## src/rtl/ula_pkg.sv

```systemverilog
// Shared definitions for the ALU controller: opcode and FSM encodings,
// plus bit positions of the fields inside a 16-bit instruction word.
package ula_pkg;

    typedef enum logic [2:0] {
        OP_ADD = 3'b000,
        OP_SUB = 3'b001,
        OP_AND = 3'b010,
        OP_OR  = 3'b011,
        OP_MUL = 3'b100,
        OP_SLT = 3'b101,
        OP_DIV = 3'b110,
        OP_XOR = 3'b111
    } op_e;

    typedef enum logic [1:0] {
        ST_IDLE = 2'd0,
        ST_OPER = 2'd1,
        ST_RESP = 2'd2
    } state_e;

    localparam int INSTR_W  = 16;
    localparam int OP_MSB   = 15;
    localparam int OP_LSB   = 13;
    localparam int RD_MSB   = 12;
    localparam int RD_LSB   = 11;
    localparam int RS1_MSB  = 10;
    localparam int RS1_LSB  = 9;
    localparam int IMM_FLAG = 8;
    localparam int IMM_MSB  = 7;
    localparam int IMM_LSB  = 0;
    localparam int RS2_MSB  = 1;
    localparam int RS2_LSB  = 0;

endpackage

```

## src/rtl/ula_regfile.sv

```systemverilog
// Four 8-bit registers, r0 hardwired to zero; one write port and two
// combinational read ports so operands are visible in the same cycle.
module ula_regfile #(
    parameter logic [7:0] REG_RST = 8'h00
) (
    input  logic       clk,
    input  logic       rst_n,
    input  logic       we,
    input  logic [1:0] waddr,
    input  logic [7:0] wdata,
    input  logic [1:0] raddr_a,
    output logic [7:0] rdata_a,
    input  logic [1:0] raddr_b,
    output logic [7:0] rdata_b
);

    logic [7:0] rf_q [4];

    assign rf_q[0] = 8'h00;

    generate
        for (genvar gi = 1; gi < 4; gi++) begin : g_reg
            logic [7:0] q_reg;

            always_ff @(posedge clk or negedge rst_n) begin
                if (!rst_n) begin
                    q_reg <= REG_RST;
                end else if (we && (waddr == 2'(gi))) begin
                    q_reg <= wdata;
                end
            end

            assign rf_q[gi] = q_reg;
        end
    endgenerate

    assign rdata_a = rf_q[raddr_a];
    assign rdata_b = rf_q[raddr_b];

endmodule

```

## src/rtl/ula_controle.sv

```systemverilog
// Sequencer for an external combinational ALU: accepts one instruction,
// drives the ALU for one cycle, captures its result and holds the response.
module ula_controle
    import ula_pkg::*;
#(
    parameter logic [7:0] REG_RST = 8'h00
) (
    input  logic        clk,
    input  logic        rst_n,
    input  logic        in_valid,
    output logic        in_ready,
    input  logic [15:0] instr,
    output logic [7:0]  SrcA,
    output logic [7:0]  SrcB,
    output logic [2:0]  ULAControl,
    input  logic [7:0]  ULAResult,
    input  logic        FlagZ,
    output logic        out_valid,
    input  logic        out_ready,
    output logic [7:0]  result,
    output logic        zero,
    output logic        div_zero
);

    state_e               state_reg;
    state_e               state_next;
    logic [INSTR_W-1:0]   instr_reg;
    logic [7:0]           result_reg;
    logic                 zero_reg;
    logic                 div_zero_reg;

    logic                 accept;
    logic                 oper;
    logic [2:0]           op_field;
    logic [7:0]           rdata_a;
    logic [7:0]           rdata_b;
    logic [7:0]           operand_b;
    logic                 div_by_zero;
    logic                 rf_we;

    assign oper      = (state_reg == ST_OPER);
    assign in_ready  = rst_n && (state_reg == ST_IDLE);
    assign out_valid = (state_reg == ST_RESP);
    assign accept    = in_valid && in_ready;
    assign op_field  = instr_reg[OP_MSB:OP_LSB];

    ula_regfile #(
        .REG_RST (REG_RST)
    ) u_regfile (
        .clk     (clk),
        .rst_n   (rst_n),
        .we      (rf_we),
        .waddr   (instr_reg[RD_MSB:RD_LSB]),
        .wdata   (ULAResult),
        .raddr_a (instr_reg[RS1_MSB:RS1_LSB]),
        .rdata_a (rdata_a),
        .raddr_b (instr_reg[RS2_MSB:RS2_LSB]),
        .rdata_b (rdata_b)
    );

    assign operand_b = instr_reg[IMM_FLAG] ? instr_reg[IMM_MSB:IMM_LSB] : rdata_b;

    // A zero divisor is detected here, not from the ALU, so the error
    // response does not depend on what the ALU does with it.
    assign div_by_zero = oper && (op_field == OP_DIV) && (operand_b == 8'h00);
    assign rf_we       = oper && !div_by_zero;

    // ALU operands are parked at zero outside the execute cycle.
    always_comb begin
        SrcA       = 8'h00;
        SrcB       = 8'h00;
        ULAControl = OP_ADD;
        if (oper) begin
            SrcA       = rdata_a;
            SrcB       = operand_b;
            ULAControl = op_field;
        end
    end

    always_comb begin
        state_next = state_reg;
        case (state_reg)
            ST_IDLE: if (accept) state_next = ST_OPER;
            ST_OPER: state_next = ST_RESP;
            ST_RESP: if (out_ready) state_next = ST_IDLE;
            default: state_next = ST_IDLE;
        endcase
    end

    always_ff @(posedge clk or negedge rst_n) begin
        if (!rst_n) begin
            state_reg <= ST_IDLE;
        end else begin
            state_reg <= state_next;
        end
    end

    always_ff @(posedge clk or negedge rst_n) begin
        if (!rst_n) begin
            instr_reg    <= '0;
            result_reg   <= 8'h00;
            zero_reg     <= 1'b0;
            div_zero_reg <= 1'b0;
        end else begin
            if (accept) begin
                instr_reg <= instr;
            end
            if (oper) begin
                if (div_by_zero) begin
                    result_reg   <= 8'hFF;
                    zero_reg     <= 1'b0;
                    div_zero_reg <= 1'b1;
                end else begin
                    result_reg   <= ULAResult;
                    zero_reg     <= FlagZ;
                    div_zero_reg <= 1'b0;
                end
            end
        end
    end

    assign result   = result_reg;
    assign zero     = zero_reg;
    assign div_zero = div_zero_reg;

endmodule

```

## config.mk

```make
export PLATFORM = sky130hd
export DESIGN_NAME = ula_controle
export DESIGN_NICKNAME = d
export VERILOG_FILES = /design/src/rtl/ula_pkg.sv /design/src/rtl/ula_regfile.sv /design/src/rtl/ula_controle.sv
export SDC_FILE = /design/constraint.sdc
export NUM_CORES = 1
export LEC_CHECK = 0
export ABC_AREA = 0
export CORE_ASPECT_RATIO = 0.7
export CORE_MARGIN = 2
export CORE_UTILIZATION = 57
export CTS_BUF_LIST = sky130_fd_sc_hd__clkbuf_8
export DETAILED_ROUTE_END_ITERATION = 7
export PLACE_DENSITY = 0.93
export REMOVE_ABC_BUFFERS = 1
export SYNTH_ARGS = -nofsm -noshare
export SYNTH_HDL_FRONTEND = slang
export SYNTH_SLANG_ARGS = --single-unit
```

## constraint.sdc

```tcl
create_clock -name clk -period 4.7 [get_ports clk]
set_input_delay 0.47 -clock clk [delete_from_list [all_inputs] [get_ports clk]]
set_output_delay 0.47 -clock clk [all_outputs]
set_load 0.01 [all_outputs]
```

==> run_results.csv, run 1 <==
group,metric,value,unit
final_layout,diodes,0,
timing,slew_violations,0,
synthesis,synthDistinctLibCells,45,
setup_path,start_kind,"register",
timing,fmax,323.1,MHz
timing,layout_worst_path_cycle_share,65.86,%
timing,fin_skew,0.01031,ns
clock_tree,tritoncts,"yes",
clock_tree,clk_root_buffer_cell,"clkbuf_8",
setup_path,critical_path_peak_fanout,28,
placement,portBuffers,59,
die,floorplan.die.width,90.08,um
global_route,grt_util_met2,40.88,%
placement,dp_hpwl,4893,um
synthesis,netlist_top_cells_area,"dfrtp_1 44%, mux2_4 12%, mux2_2 9.1%",
clock_tree,ctsResizeCount,0,
power_and_ir_drop,worst_ir_drop_vdd,289.2,uV
setup_path,category_of_the_most_critical_setup_path,"reg -> out",
clock_tree,cts_setup_buffers,0,
synthesis,yosys.area.top_type,"dfrtp_1",
route,firstDrtPassIters,4,
power_and_ir_drop,combPwrFrac,40.5,%
timing,rsz0062_at_grt,"no",
setup_path,crit_path_max_incr_delay,0.96,ns
global_route,grt.total_usage,26.03,%
setup_path,critical-path-slowest-cell,"dfrtp_1",
clock_tree,cts_hold_buf,0,
min_path,worstHoldPathType,"in -> async",
global_route,via_count_of_the_first_global_routing_pass,2255,
synthesis,synth.ff_latch_count,52,
route,post-route-drc-count,0,
die,initial_util,60.50,%
setup_path,crit_chain,"nor4bb_1 > a31oi_1 > a21oi_1 > clkdlybuf4s50_1",
synthesis,syn_std_cell_area,0.002957,sq mm
synthesis,synthFlopType,"dfrtp_1",
timing,worstMarginPinSlew,0.9302,ns
power_and_ir_drop,cellPowerDensity,510.3,mW/mm^2
clock_tree,clk-insertion-delay-late,0.31,ns
timing,setup_violations,0,
final_layout,post_route_cells_drive_above_1_share,22.96,%
global_route,global_route.usage.met1,36.90,%
final_layout,largest_register_ffs,24,
synthesis,synth.yosys.seq_area_share,44.01,%
global_route,grt_remaining_overflow,0,
global_route,gr-usage-met3,5.189,%
synthesis,yosysTopAreaCellShare,44.01,%
synthesis,synthCells,266,
route,wl_per_cell,18.38,um
route,first_iter_violations,220,
clock_tree,htreeDepth,2,
synthesis,yosys_warnings,0,
synthesis,synth_enable_flop_cells,0,
power_and_ir_drop,power_share_of_the_clock_group,13.7,%
power_and_ir_drop,seq_power_share,45.8,%
power_and_ir_drop,internal-power,1.169,mW
die,floorplan.core_area,0.004887,sq mm
synthesis,synthArstFlopShare,100.0,%
synthesis,postSynthAreaPerCell,11.11,sq um
final_layout,layout_common_cells,"58 x clkdlybuf4s50_1, 52 x dfrtp_1, 28 x nor2_1, 24 x mux2_2, 24 x mux2_4",
final_layout,syn2layout_area_growth,23.53,%
die,rows,21,
global_route,globalRoute.busiestLayer,"met2",
power_and_ir_drop,power.switching,694.9,uW
job,maxCapViolCount,0,
route,route.final.wire_length,7113,um
status,status,"finished, final reports clean",
global_route,first_pass_grt_wire_length,11800,um
final_layout,fin_util,74.73,%
placement,post-place-cells,379,
setup_path,cp_data_arrival_time,2.63,ns
global_route,antenna_found_initial,0,
route,route.vias.total,2308,
setup_path,worstPathRequired,4.23,ns
final_layout,layout_commonest_cell,"clkdlybuf4s50_1",
timing,max-slew-margin-rel,37.99,%
setup_path,cp-end-kind,"output pin",
route,avgViaCountPerCell,5.964,
clock_tree,cts.clk_slew.worst_paths,0.10,ns
power_and_ir_drop,p_leak,1.485,nW
clock_tree,cts_buffer_depth,2,
clock_tree,cts_inserted_buffers,5,
route,postRouteAntennaNets,0,
die,io-pin-count,60,
die,die-area,0.005788,sq mm
final_layout,finalNetCount,346,
timing,fin_tns_setup,0,ns
final_layout,instances_no_fill,387,
placement,finalWeightedCongestion,0.8810,
die,die_height,64.26,um
power_and_ir_drop,swShare,37.29,%
timing,final_period_minus_worst_setup_slack,3.095,ns
clock_tree,clock-sinks,52,
timing,final_hold_vios,0,
global_route,maximum_number_of_pins_on_one_net_before_global_route_repair,54,
## kinds of logic (layout without fill, tap and decap cells)
logic type | Yosys count | count (layout) | share of synthesized area, %
simple gates | 72 | 72 | 13.25
buf+inv | 30 | 82 | 4.316
compound gates | 61 | 61 | 16.08
mux | 51 | 51 | 22.34
flops | 52 | 52 | 44.01
## per-layer routing
layer / vias up / part of all wire, %
met3: 7 / 8.0
met2: 98 / 46
met5: - / 0
met4: 0 / 0.86
li1: 1065 / -
met1: 1138 / 45
## power by group through the flow
stage / clock network (mW) / registers, mW / logic, mW
6_report: 0.256 / 0.854 / 0.754
5_1_grt: 0.278 / 0.881 / 0.813
3_5_place_dp: 0 / 0.851 / 0.751
4_1_cts: 0.257 / 0.846 / 0.757
2_1_floorplan: 0 / 0.786 / 0.544
3_3_place_gp: 0 / 0.835 / 0.725
## cell usage after synthesis, types with 2 or more instances
library cell and count:
mux2_4 24, nor4_4 2, dfrtp_1 52, nor2b_1 5
a31oi_4 3, nor4_1 3, nand2b_1 3, o21ai_0 7
nand2_1 11, mux2i_1 3, and2_1 5, clkbuf_1 11
a21oi_1 12, inv_1 12, nand3b_1 2, nor4bb_1 2
nor3_1 4, a31oi_1 10, nor2_1 28, nand3_1 2
a22oi_1 11, o2111ai_1 2, buf_2 3, mux2_2 24
a211oi_1 5
## final timing paths
kind	cells past startpoint	from	endpoint	slack, ns
min in group clk	2	div_zero$_DFFE_PN0P_	div_zero$_DFFE_PN0P_	0.50
max in group asynchronous	2	rst_n	instr_reg[11]$_DFFE_PN0P_	4.00
max	4	instr_reg[1]$_DFFE_PN0P_	SrcB[0]	1.60
min	2	rst_n	u_regfile.g_reg[2].q_reg[4]$_DFFE_PN0P_	0.25
max reg2reg	6	instr_reg[1]$_DFFE_PN0P_	u_regfile.g_reg[2].q_reg[2]$_DFFE_PN0P_	1.62
min reg2reg	2	div_zero$_DFFE_PN0P_	div_zero$_DFFE_PN0P_	0.50
## metrics by stage
stage	setup slack [ns]	hold WS [ns]	cell area [sq um]	total power [mW]
after CTS	1.629	0.2893	3652	1.859
after global routing	1.454	0.3236	3652	1.972
final	1.605	0.2546	3652	1.864
after floorplan	1.979	0.1744	2878	1.330
after detailed placement	1.714	0.4739	3565	1.602
after global placement	1.856	0.4700	3565	1.561
## area by class of cell
class | instances | area [sq um]
Inverter | 13 | 48.80
Sequential cell | 52 | 1301
Clock buffer | 5 | 68.82
Timing Repair Buffer | 61 | 600.6
Clock inverter | 3 | 18.77
Tap cell | 69 | 86.33
Fill cell | 337 | 1235
Multi-Input combinational cell | 184 | 1528
## worst max-delay path: cells and delay by family, from the launching register on
family	cells	cell delay (ns)
flops	1	0.96
compound gates	2	0.33
buf+inv	1	0.59
simple gates	1	0.43
Power figures use the tool's default switching activity.
==> run 2, diff against run 1 <==
CORE_UTILIZATION = 53   (was 57)
PLACE_DENSITY = 0.88   (was 0.93)
clock period = 2.87 ns   (was 4.7 ns; I/O delays follow)
==> run 2 against run 1 <==
Compared with the run above: critical endpoint is now SrcB[3]; largest cell class unchanged; wire length is 4.1% higher; non-clock buffer count is 11 higher; critical path type unchanged; highest routed layer unchanged; critical path depth is 3 higher; count of clock-buffer cells in the layout is 2 higher; utilization is 3.4 points lower; cell count is 3.6% higher; global-route usage is 0.37 points lower; die area is 7.1% higher; worst setup slack worse by 1.5 ns; sequential power is 58% higher; clock power is 110% higher.
==> run_results.csv, run 2 (synthesis gave the netlist of run 1 again) <==
group,metric,value,unit
power_and_ir_drop,p_leak,1.561,nW
power_and_ir_drop,power.switching,1.159,mW
timing,timing.final.ws_setup,0.1237,ns
final_layout,diodes,0,
placement,dp_hpwl,5269,um
timing,fmax,364.1,MHz
clock_tree,clk_root_buffer_cell,"clkbuf_8",
job,maxCapViolCount,0,
final_layout,finalNetCount,357,
setup_path,category_of_the_most_critical_setup_path,"reg -> out",
min_path,worstHoldPathType,"in -> async",
timing,slew_violations,0,
route,first_iter_violations,142,
final_layout,layout_common_cells,"58 x clkdlybuf4s50_1, 52 x dfrtp_1, 28 x nor2_1, 24 x mux2_2, 24 x mux2_4",
clock_tree,clk-insertion-delay-late,0.31,ns
timing,max-slew-margin-rel,43.34,%
setup_path,cp_data_arrival_time,2.46,ns
placement,finalWeightedCongestion,0.9298,
die,floorplan.core_area,0.005313,sq mm
power_and_ir_drop,totalPowerFinal,3.266,mW
power_and_ir_drop,seq_power_share,41.4,%
timing,fin_skew,0.005784,ns
die,die_height,66.49,um
setup_path,critical_path_peak_fanout,14,
final_layout,syn2layout_area_growth,28.18,%
final_layout,final-seq-area,0.001301,sq mm
setup_path,start_kind,"register",
clock_tree,cts_hold_buf,0,
final_layout,largest_register_ffs,24,
route,wl_met1,3110,um
power_and_ir_drop,combPwrFrac,41.7,%
final_layout,layout_commonest_cell,"clkdlybuf4s50_1",
die,io-pin-count,60,
timing,final_hold_vios,0,
power_and_ir_drop,internal-power,2.107,mW
global_route,grt.total_usage,25.66,%
setup_path,critical-path-slowest-cell,"dfrtp_1",
timing,worstMarginPinSlew,0.8499,ns
placement,place_ws,0.2753,ns
setup_path,crit_chain,"buf_4 > mux2_2 > a21oi_1 > nor2_1 > a21oi_1 > nor2_1 > clkdlybuf4s50_1",
power_and_ir_drop,cellPowerDensity,861.9,mW/mm^2
power_and_ir_drop,power_share_of_the_clock_group,16.8,%
status,status,"finished, final reports clean",
clock_tree,cts_inserted_buffers,5,
setup_path,crit_path_max_incr_delay,0.64,ns
die,rows,22,
timing,final_period_minus_worst_setup_slack,2.746,ns
timing,layout_worst_path_cycle_share,95.69,%
setup_path,reg2regPathDepth,8,
route,route.vias.total,2409,
clock_tree,tritoncts,"yes",
route,firstDrtPassIters,5,
route,top_layer,"met4",
power_and_ir_drop,worst_ir_drop_vdd,432.4,uV
global_route,maximum_number_of_pins_on_one_net_before_global_route_repair,53,
global_route,first_pass_grt_wire_length,11940,um
timing,setup_violations,0,
placement,portBuffers,59,
die,die-area,0.006202,sq mm
clock_tree,htreeDepth,2,
timing,fin_tns_setup,0,ns
route,route.final.wire_length,7402,um
clock_tree,cts_setup_buffers,0,
final_layout,multiInputGateArea,0.001528,sq mm
clock_tree,cts.clk_slew.worst_paths,0.09,ns
route,postRouteAntennaNets,0,
global_route,via_count_of_the_first_global_routing_pass,2323,
setup_path,worstPathRequired,2.58,ns
route,wl_per_cell,18.46,um
clock_tree,ctsResizeCount,0,
route,avgViaCountPerCell,6.007,
die,floorplan.die.width,93.27,um
route,post-route-drc-count,0,
clock_tree,clock-sinks,52,
route,met3WireLength,764,um
route,met2_wirelength,3451,um
final_layout,n_fill_cell,379,
setup_path,cp-end-kind,"output pin",
power_and_ir_drop,swShare,35.49,%
clock_tree,cts_buffer_depth,2,
global_route,grt_remaining_overflow,0,
timing,rsz0062_at_grt,"no",
die,initial_util,55.65,%
final_layout,post_route_cells_drive_above_1_share,25.53,%
global_route,antenna_found_initial,0,
run 2: cell count changes in the layout (fill, tap and decap cells not counted), sizes merged:
cell	delta
bufinv	+1
buf	+11
clkinv	-3
clkbuf	+2
run 2: critical path: cells and delay by family (launching register included):
family,cells,cell delay [ns]
DFF,1,0.64
and+or+nand+nor,2,0.12
muxes,1,0.36
AOI/OAI and AO/OA,2,0.30
buffers and inverters,2,0.73
run 2: per-stage QoR:
step | util [%] | instance area [sq um] | cells | hold WS, ns
floorplan | - | 2878 | 249 | -0.008591
global placement | 68.96 | 3664 | 393 | 0.4634
detailed placement | 68.96 | 3664 | 393 | 0.4909
CTS | 71.34 | 3790 | 401 | 0.2084
global route | 71.34 | 3790 | 401 | 0.2462
finish | 71.34 | 3790 | 401 | 0.1724
run 2: final timing paths:
path	startpoint	endpoint	slack, ns
worst min-delay path	rst_n	u_regfile.g_reg[2].q_reg[4]$_DFFE_PN0P_	0.17
worst min register to register	div_zero$_DFFE_PN0P_	div_zero$_DFFE_PN0P_	0.51
max in group asynchronous	rst_n	u_regfile.g_reg[3].q_reg[6]$_DFFE_PN0P_	2.25
worst max-delay path	instr_reg[1]$_DFFE_PN0P_	SrcB[3]	0.12
worst max register to register	instr_reg[1]$_DFFE_PN0P_	u_regfile.g_reg[1].q_reg[4]$_DFFE_PN0P_	0.22
min in group clk	div_zero$_DFFE_PN0P_	div_zero$_DFFE_PN0P_	0.51
run 2: power groups by stage:
stage | Sequential, mW | Clock, mW | Combinational (mW)
after floorplan | 1.29 | 0 | 0.890
after global placement | 1.33 | 0 | 1.30
after detailed placement | 1.35 | 0 | 1.35
after CTS | 1.34 | 0.555 | 1.36
after global routing | 1.39 | 0.593 | 1.47
final | 1.35 | 0.550 | 1.36
run 2: cell type report:
class,count,share of cell area (%)
timing repair buffer,72,18.36
clock inverter,1,0.7923
tap,72,2.377
inverter,13,1.288
clock buffer,7,2.542
multi-input combinational,184,40.31
sequential,52,34.33
run 2: per-layer routing:
layer	vias up	GRT usage, %
met5	-	0
li1	1093	-
met3	11	6.109
met4	0	6.434
met2	134	40.65
met1	1171	35.84
